==> config.mk <==
export PLATFORM = sky130hd
export DESIGN_NAME = count_updn_mod
export DESIGN_NICKNAME = d
export VERILOG_FILES = /design/src/rtl/count_updn_mod.sv
export SDC_FILE = /design/constraint.sdc
export NUM_CORES = 1
export LEC_CHECK = 0
export CAP_MARGIN = 15
export CELL_PAD_IN_SITES_DETAIL_PLACEMENT = 0
export CELL_PAD_IN_SITES_GLOBAL_PLACEMENT = 1
export CORE_UTILIZATION = 34
export CTS_CLUSTER_SIZE = 16
export DETAILED_ROUTE_END_ITERATION = 7
export PLACE_DENSITY = 0.88
export SYNTH_ARGS = -nofsm -noshare
export SYNTH_HDL_FRONTEND = slang
export SYNTH_SLANG_ARGS = --single-unit
==> constraint.sdc <==
create_clock -name clk -period 2.45 [get_ports clk]
set_clock_uncertainty 0.15 [all_clocks]
set_input_delay 0.49 -clock clk [delete_from_list [all_inputs] [get_ports clk]]
set_output_delay 0.49 -clock clk [all_outputs]
set_load 0.01 [all_outputs]
==> src/rtl/count_updn_mod.sv <==
// count_updn_mod
//   Parametrised up/down modulo counter with prescaler, synchronous clear,
//   parallel load, wrap/saturate mode and a registered terminal-count pulse.
//   Used as a general event/timebase counter for die-level sequencing.
//
// Parameters
//   WIDTH  counter width (>= 2)
//   DIV    prescale ratio: one count step per DIV enabled cycles (>= 1)
//   OVF_W  width of the saturating wrap-event counter
//
// Ports
//   clk       rising-edge clock
//   rst_n     asynchronous active-low reset
//   clr       synchronous clear (highest priority)
//   load      synchronous parallel load of load_val
//   load_val  value captured on load (may exceed max_val)
//   en        count enable, feeds the prescaler
//   up        1 = count up, 0 = count down
//   sat       1 = saturate at limits, 0 = wrap modulo (max_val+1)
//   max_val   top of the count range [0..max_val], sampled every cycle
//   cnt       current count (registered)
//   tc        terminal-count pulse (registered, one cycle per event)
//   wraps     wrap events since reset/clr, saturating at all-ones
module count_updn_mod #(
  parameter int unsigned WIDTH = 8,
  parameter int unsigned DIV   = 1,
  parameter int unsigned OVF_W = 4
) (
  input  logic             clk,
  input  logic             rst_n,
  input  logic             clr,
  input  logic             load,
  input  logic [WIDTH-1:0] load_val,
  input  logic             en,
  input  logic             up,
  input  logic             sat,
  input  logic [WIDTH-1:0] max_val,
  output logic [WIDTH-1:0] cnt,
  output logic             tc,
  output logic [OVF_W-1:0] wraps
);

  logic             step;
  logic [WIDTH-1:0] cnt_nxt;
  logic             tc_nxt;
  logic             wrap_evt;

  // Prescaler: with DIV=1 every enabled cycle is a step and no register exists.
  generate
    if (DIV == 1) begin : g_nopre
      assign step = en;
    end else begin : g_pre
      localparam int unsigned PW = $clog2(DIV);
      localparam logic [PW-1:0] PRE_LAST = PW'(DIV - 1);
      logic [PW-1:0] pre;

      always_ff @(posedge clk or negedge rst_n) begin
        if (!rst_n) begin
          pre <= '0;
        end else if (clr || load) begin
          pre <= '0;
        end else if (en) begin
          pre <= (pre == PRE_LAST) ? '0 : pre + PW'(1);
        end
      end

      assign step = en && (pre == PRE_LAST);
    end
  endgenerate

  // Next count and event flags for a step; only applied when step is taken.
  always_comb begin
    cnt_nxt  = cnt;
    tc_nxt   = 1'b0;
    wrap_evt = 1'b0;
    if (up) begin
      if (cnt < max_val) begin
        cnt_nxt = cnt + WIDTH'(1);
        tc_nxt  = sat && (cnt_nxt == max_val);
      end else if (!sat) begin
        cnt_nxt  = '0;
        tc_nxt   = 1'b1;
        wrap_evt = 1'b1;
      end else begin
        // Saturated: a count loaded above max_val clamps down and flags it.
        cnt_nxt = max_val;
        tc_nxt  = (cnt > max_val);
      end
    end else begin
      if (cnt == '0) begin
        if (!sat) begin
          cnt_nxt  = max_val;
          tc_nxt   = 1'b1;
          wrap_evt = 1'b1;
        end
      end else if (cnt <= max_val) begin
        cnt_nxt = cnt - WIDTH'(1);
        tc_nxt  = sat && (cnt_nxt == '0);
      end else begin
        cnt_nxt = max_val;
      end
    end
  end

  always_ff @(posedge clk or negedge rst_n) begin
    if (!rst_n) begin
      cnt   <= '0;
      tc    <= 1'b0;
      wraps <= '0;
    end else if (clr) begin
      cnt   <= '0;
      tc    <= 1'b0;
      wraps <= '0;
    end else if (load) begin
      cnt <= load_val;
      tc  <= 1'b0;
    end else if (step) begin
      cnt <= cnt_nxt;
      tc  <= tc_nxt;
      if (wrap_evt && (wraps != '1)) begin
        wraps <= wraps + OVF_W'(1);
      end
    end else begin
      tc <= 1'b0;
    end
  end

endmodule
==> results of run 1 <==
[worst max-delay path, stage by stage, from the launching register on]
cell,delay (ns)
dfrtp_1,0.42
ha_4,0.29
nand4_1,0.23
a21oi_2,0.23
o21bai_1,0.12
buf_6,0.14
buf_6,0.12
buf_4,0.15
and4_1,0.20
o32ai_2,0.24
[flip-flops by register name (all words and copies together) (netlist names)]
register	flops
cnt	8
wraps	4
tc	1
[logic make-up (layout without fill, tap and decap cells)]
group / after synthesis / after routing / synth area share, %
xor+xnor: 22 / 22 / 11.6
buf+inv: 29 / 109 / 7.94
mux: 1 / 1 / 0.605
compound gates: 54 / 54 / 25.5
fa+ha+maj: 13 / 13 / 9.83
flops: 13 / 13 / 19.7
simple gates: 70 / 70 / 24.8
[timing repair]
item	CTS	global route
pin swaps	20	9
endpoints found under the hold margin	0	0
gates resized for setup	37	18
endpoints found under the setup margin	13	12
buffers inserted	9	0
[final cells by class]
class,instances,area [µm²],share of cell area (%)
well taps,54,67.6,2.55
multi-input cells,160,1390,52.3
inverters,14,52.6,1.99
repair buffers,91,771,29.1
clock buffers,4,45.0,1.70
flip-flops and latches,13,325,12.3
[routing by layer]
metal	part of all wire, %	vias to the layer above
li1	-	920
met1	44	965
met2	47	88
met3	6.7	16
met4	2.6	0
met5	0	-
[worst max path at each step]
stage | from | end | slack (ns) | cells past startpoint
floorplan | cnt[0] | cnt[4] | 0.04 | 9
global placement | max_val[1] | cnt[7] | -0.54 | 10
detailed placement | max_val[1] | cnt[7] | -0.61 | 10
CTS | max_val[0] | cnt[4] | 0.0004 | 9
global route | cnt[1] | cnt[4] | -0.03 | 9
finish | cnt[7] | cnt[1] | 0.06 | 9
[power groups by stage]
stage,combinational [mW],sequential [mW],clock [mW]
2_1_floorplan,0.284,0.255,0
3_3_place_gp,0.512,0.244,0
3_5_place_dp,0.514,0.244,0
4_1_cts,0.592,0.243,0.206
5_1_grt,0.672,0.248,0.217
6_report,0.626,0.246,0.208
[cell usage in the layout, fill, tap and decap left out, drive strengths merged, types with 3 or more instances in the layout]
cell type	netlist	routed
a211o	3	3
a211oi	5	5
a21oi	8	8
a22oi	5	5
a311o	4	4
a31oi	3	3
a41o	3	3
and4	3	3
buf	6	56
clkbuf	9	8
clkdlybuf4s50	0	27
dfrtp	13	13
ha	13	13
inv	14	14
nand2	11	11
nand3	7	7
nand4	8	8
nor2	13	13
nor2b	4	4
nor3	10	10
nor4	4	4
o211ai	4	4
o21ai	3	3
o311ai	3	3
o32ai	3	3
xnor2	16	16
xor2	6	6
[metrics by stage]
stage	area, µm²	setup slack, ns	std cells	hold WS, ns	TNS [ns]
6_report	2650	0.0591	336	0.420	0
5_1_grt	2650	-0.0256	336	0.453	-0.0493
4_1_cts	2610	0.000359	336	0.422	0
3_5_place_dp	2350	-0.611	324	0.414	-6.20
3_3_place_gp	2350	-0.544	324	0.412	-5.60
2_1_floorplan	1650	0.0414	202	0.0444	0
==> qor.csv, run 1 <==
stage;metric;value;unit
drt;Vias;1989;
global_routing;total congestion overflow;0;
yosys;Yosys top cell by area;dfrtp_1;
global_routing;antenna violations before repair;0;
setup_path;Critical Path End Type;flop;
floorplan;die height;71.8;µm
pwr;Cell Pwr Density;408;nW/µm²
pwr;P_int;0.657;mW
sta;Final Cycle Share;97.6;%
pwr;logic gate share of total power;57.9;%
floorplan;Core Area;4690;µm²
clock_network;CTS Buf Count;3;
setup_path;Worst setup SP type;flop;
clock_network;Clock transition at path regs;0.07;ns
clock_network;latest clock arrival within the worst-skew pair;0.25;ns
sta;min Tclk post-route;2.39;ns
floorplan;total I/O pin count;36;
yosys;gate count of the mapped netlist;202;
drt;routed wire length;5980;µm
finish;Final Core Density;56.4;%
yosys;number of synthesized flops with an enable pin;0;
clock_network;CTS tree;yes;
yosys;Syn Nets;238;
clock_network;CTS sink cnt;13;
yosys;synth cell count leaders;16 x xnor2_1, 14 x inv_1, 13 x dfrtp_1, 13 x ha_1, 13 x nor2_1;
sta;unrepaired setup endpoints after global routing;true;
setup_path;WP data required;2.46;ns
finish;diode count;0;
pwr;Design Power;1.08;mW
pwr;leakage power;1.11;nW
global_routing;met3 GRT Util;1.69;%
yosys;Synth Warn #;0;
yosys;Synth Flop Type;dfrtp_1;
setup_path;Reg2Reg Depth;9;
clock_network;hold buffer count at CTS;0;
yosys;share of the synthesized area in the top cell type;19.7;%
min_path;HP Class;reg -> reg;
drt;routed len/inst;17.8;µm
global_routing;met2 Use GR;40.6;%
pwr;sw frac;39.2;%
setup_path;CP Class;reg -> reg;
setup_path;Crit Path Max Fanout;6;
run;max-cap violations;0;
floorplan;Die Footprint;5150;µm²
pwr;Max VDD drop;0.187;mV
drt;first-pass detailed-route iteration total;4;
yosys;syn avg cell area;8.19;µm²
finish;layout cell share with drive strength beyond 1;34.8;%
yosys;number of synthesized register bits;13;
drt;Via-to-Cell Ratio;5.92;
setup_path;critical path arrival;2.40;ns
global_routing;largest net degree at the start of global routing;17;
sta;Final setup viols;0;
floorplan;Rows;25;
pwr;NetSw;0.424;mW
floorplan;Die X;71.8;µm
clock_network;H-tree depth;1;
clock_network;clock tree buffer depth;2;
global_routing;vias in the first global route;1983;
min_path;Hold Path End;wraps[3];
sta;max-slew violation count;0;
placement;Final HPWL DP;4050;µm
global_routing;GRT Total Usage;24.6;%
pwr;Clk pwr share;19.3;%
placement;Routability Congestion;0.861;
pwr;Reg power frac;22.8;%
sta;Worst slew margin;53.8;%
sta;Fin. Hold Viols;0;
min_path;Hold Startpoint;wraps[3];
yosys;Post-Syn Area;1650;µm²
drt;Residual DRC;0;
clock_network;Clock Root Buffer;clkbuf_8;
global_routing;global routing's busiest layer;met2;
sta;Tightest Pin Transition;0.691;ns
placement;Buffers on Ports;35;
setup_path;reg2reg end;cnt[1];
drt;Initial DRC Count;205;
floorplan;initial core utilization;35.3;%
global_routing;routing usage on met1;34.2;%
yosys;async set-or-reset flop fraction in the synthesized netlist;100;%
yosys;sequential area share after synthesis;19.7;%
yosys;largest cells by area after synthesis;dfrtp_1 20%, ha_1 9.8%, xnor2_1 8.5%;
setup_path;internal reg-to-reg setup slack;0.06;ns
outcome;outcome;complete, no violations;
sta;Max Fclk;418;MHz
yosys;top-count cell post-synth;xnor2_1;
setup_path;reg2reg start;cnt[7];
finish;Filler cells;407;
finish;area grow syn2layout;60.0;%
finish;nets;319;
global_routing;first-pass GRT wire length;9910;µm
yosys;Distinct cells, synth;53;
drt;antenna-violating nets left;0;
min_path;WHS Path Cells;2;
No activity file was read; power rests on OpenSTA's default activity.
==> run 2: changes to the inputs <==
PLACE_DENSITY = unset   (was 0.88)
PLACE_DENSITY_LB_ADDON = 0.1   (was unset)
==> run 2 against run 1 <==
  * Register-to-register slack improved by 0.05 ns
  * Utilization fell by 2.5 points
  * Critical path depth unchanged
  * Global-route usage down 1.3 points
  * Sequential share of layout area grew 0.68 points
  * Critical endpoint is now cnt[4]
  * Largest cell class unchanged
  * Highest routed layer unchanged
==> qor.csv, run 2 (synthesis results as in run 1) <==
stage;metric;value;unit;change
finish;Biggest register;cnt;;
sta;min Tclk post-route;2.34;ns;-0.0477 ns
global_routing;largest net degree at the start of global routing;17;;unchanged
finish;number of flip-flops in the largest register;8;;unchanged
sta;unrepaired setup endpoints after global routing;false;;
clock_network;CTS tree;yes;;
setup_path;Crit Path Max Fanout;7;;+1
setup_path;critical path arrival;2.35;ns;-0.05 ns
drt;routed len/inst;17.4;µm;-2.3%
sta;Final setup viols;0;;unchanged
setup_path;CP Class;reg -> reg;;
min_path;WHS Path Cells;2;;unchanged
floorplan;initial core utilization;35.3;%;unchanged
pwr;Cell Pwr Density;399;nW/µm²;-2.3%
floorplan;Rows;25;;unchanged
clock_network;Clock transition at path regs;0.06;ns;about the same
drt;Initial DRC Count;78;;-62%
sta;Final Cycle Share;95.6;%;-1.9 points
global_routing;GRT Total Usage;23.3;%;-1.3 points
placement;placed insts;317;;-2.2%
placement;Routability Congestion;0.881;;+2.4%
global_routing;antenna violations before repair;0;;unchanged
sta;Tightest Pin Transition;0.641;ns;-0.0503 ns
pwr;leakage power;1.05;nW;-6.1%
sta;min setup slack post-route;0.107;ns;+0.0477 ns
finish;commonest non-fill, non-tap cells in the layout;42 x buf_4, 27 x clkdlybuf4s50_1, 16 x xnor2_1;;
floorplan;total I/O pin count;36;;unchanged
global_routing;first-pass GRT wire length;9440;µm;-4.7%
setup_path;Crit path largest cell delay;0.41;ns;about the same
sta;Max Fclk;427;MHz;+2.0%
drt;first-pass detailed-route iteration total;4;;unchanged
drt;Vias;1878;;-5.6%
placement;Final HPWL DP;4450;µm;+10%
finish;layout cell share with drive strength beyond 1;28.0;%;-6.7 points
finish;final cell count without fillers;325;;-3.3%
floorplan;die height;71.8;µm;unchanged
outcome;outcome;complete, no violations;;
sta;Fin. Hold Viols;0;;unchanged
floorplan;Core Area;4690;µm²;unchanged
sta;Worst slew margin;57.1;%;+3.4 points
setup_path;Critical Path End Type;flop;;
run;max-cap violations;0;;unchanged
clock_network;clock tree buffer depth;2;;unchanged
placement;Buffers on Ports;35;;unchanged
pwr;Max VDD drop;0.217;mV;+16%
finish;nets;308;;-3.4%
floorplan;Die Footprint;5150;µm²;unchanged
setup_path;crit-path cells;buf_4 -> inv_1 -> ha_1 -> nor2b_2 -> nand3_2 -> nor2b_1 -> or3_1 -> a311o_1 -> o32ai_2;;
finish;Regs by FF count;cnt: 8 flops, wraps: 4 flops, tc: 1 flops;;
sta;max-slew violation count;0;;unchanged
floorplan;Die X;71.8;µm;unchanged
clock_network;hold buffer count at CTS;0;;unchanged
drt;routed wire length;5650;µm;-5.5%
drt;antenna-violating nets left;0;;unchanged
setup_path;Crit. path cell count;9;;unchanged
clock_network;CTS sink cnt;13;;unchanged
clock_network;latest clock arrival within the worst-skew pair;0.25;ns;about the same
finish;most common cell after layout, fill and taps aside;buf_4;;
finish;area of the multi-input gates;1330;µm²;-3.9%
min_path;HP Class;reg -> reg;;
clock_network;CTS Buf Count;3;;unchanged
setup_path;Worst setup SP type;flop;;
finish;Final Core Density;53.9;%;-2.5 points
setup_path;WP data required;2.46;ns;about the same
finish;Filler cells;435;;+6.9%
global_routing;total congestion overflow;0;;unchanged
clock_network;Clock Root Buffer;clkbuf_8;;
setup_path;WP buf/inv;2;;-1
finish;diode count;0;;unchanged
clock_network;H-tree depth;1;;unchanged
global_routing;vias in the first global route;1910;;-3.7%
drt;Via-to-Cell Ratio;5.78;;-2.4%
setup_path;crit-path leading delay family;simple AND/OR/NAND/NOR gates;;
finish;area grow syn2layout;52.8;%;
pwr;Design Power;1.01;mW;-6.7%
drt;Residual DRC;0;;unchanged
setup_path;Reg2Reg Depth;9;;unchanged
sta;Hold Slack;0.433;ns;+0.0132 ns
placement;Place WS;-0.603;ns;+0.00797 ns
setup_path;Crit-path slowest cell;dfrtp_1;;
finish;register area;328;µm²;+0.77%
[run 2: path summary, 6_finish.rpt]
| kind | startpoint | endpoint | slack (ns) |
|---|---|---|---|
| setup / recovery | cnt[1] | cnt[4] | 0.11 |
| hold / removal | wraps[3] | wraps[3] | 0.43 |
| setup reg to reg | cnt[1] | cnt[4] | 0.11 |
| hold reg to reg | wraps[3] | wraps[3] | 0.43 |
| min in group asynchronous | rst_n | wraps[0] | 0.49 |
| max in group asynchronous | rst_n | cnt[2] | 1.21 |
[run 2: per-stage QoR]
stage / area (µm²) / setup TNS [ns]
global placement: 2330 / -6.12
global route: 2530 / 0
floorplan: 1650 / 0
finish: 2530 / 0
CTS: 2470 / 0
detailed placement: 2330 / -6.32
[run 2: timing repair]
item,CTS,global route
cloned,0,0
pin swaps,14,11
resized for setup,21,13
endpoints found under the setup margin,13,9
setup buffers,4,0
[run 2: final cells by class]
| cell class | count | area share [%] |
|---|---|---|
| clock buffer | 4 | 1.78 |
| inverter | 14 | 2.08 |
| multi-input combinational | 160 | 52.7 |
| sequential | 13 | 13.0 |
| tap | 54 | 2.67 |
| timing repair buffer | 80 | 27.8 |
[run 2: power by group]
part	total [mW]	internal [mW]	switching (mW)	leakage [nW]
sequential	0.250	0.229	0.0212	0.172
combinational	0.558	0.276	0.282	0.851
clock	0.201	0.115	0.0856	0.0228
[run 2: worst reg2reg max path: stages (launching register included)]
cell and delay (ns):
dfrtp_1 0.41, buf_4 0.19, inv_1 0.07, ha_1 0.18
nor2b_2 0.18, nand3_2 0.08, nor2b_1 0.06, or3_1 0.39
a311o_1 0.30, o32ai_2 0.25
[run 2: per-layer routing]
layer  GRT usage, %  share of wire [%]
met3           2.53                4.6
met1           33.4                 47
met4           8.71                2.1
met5              0                  0
met2           36.1                 46
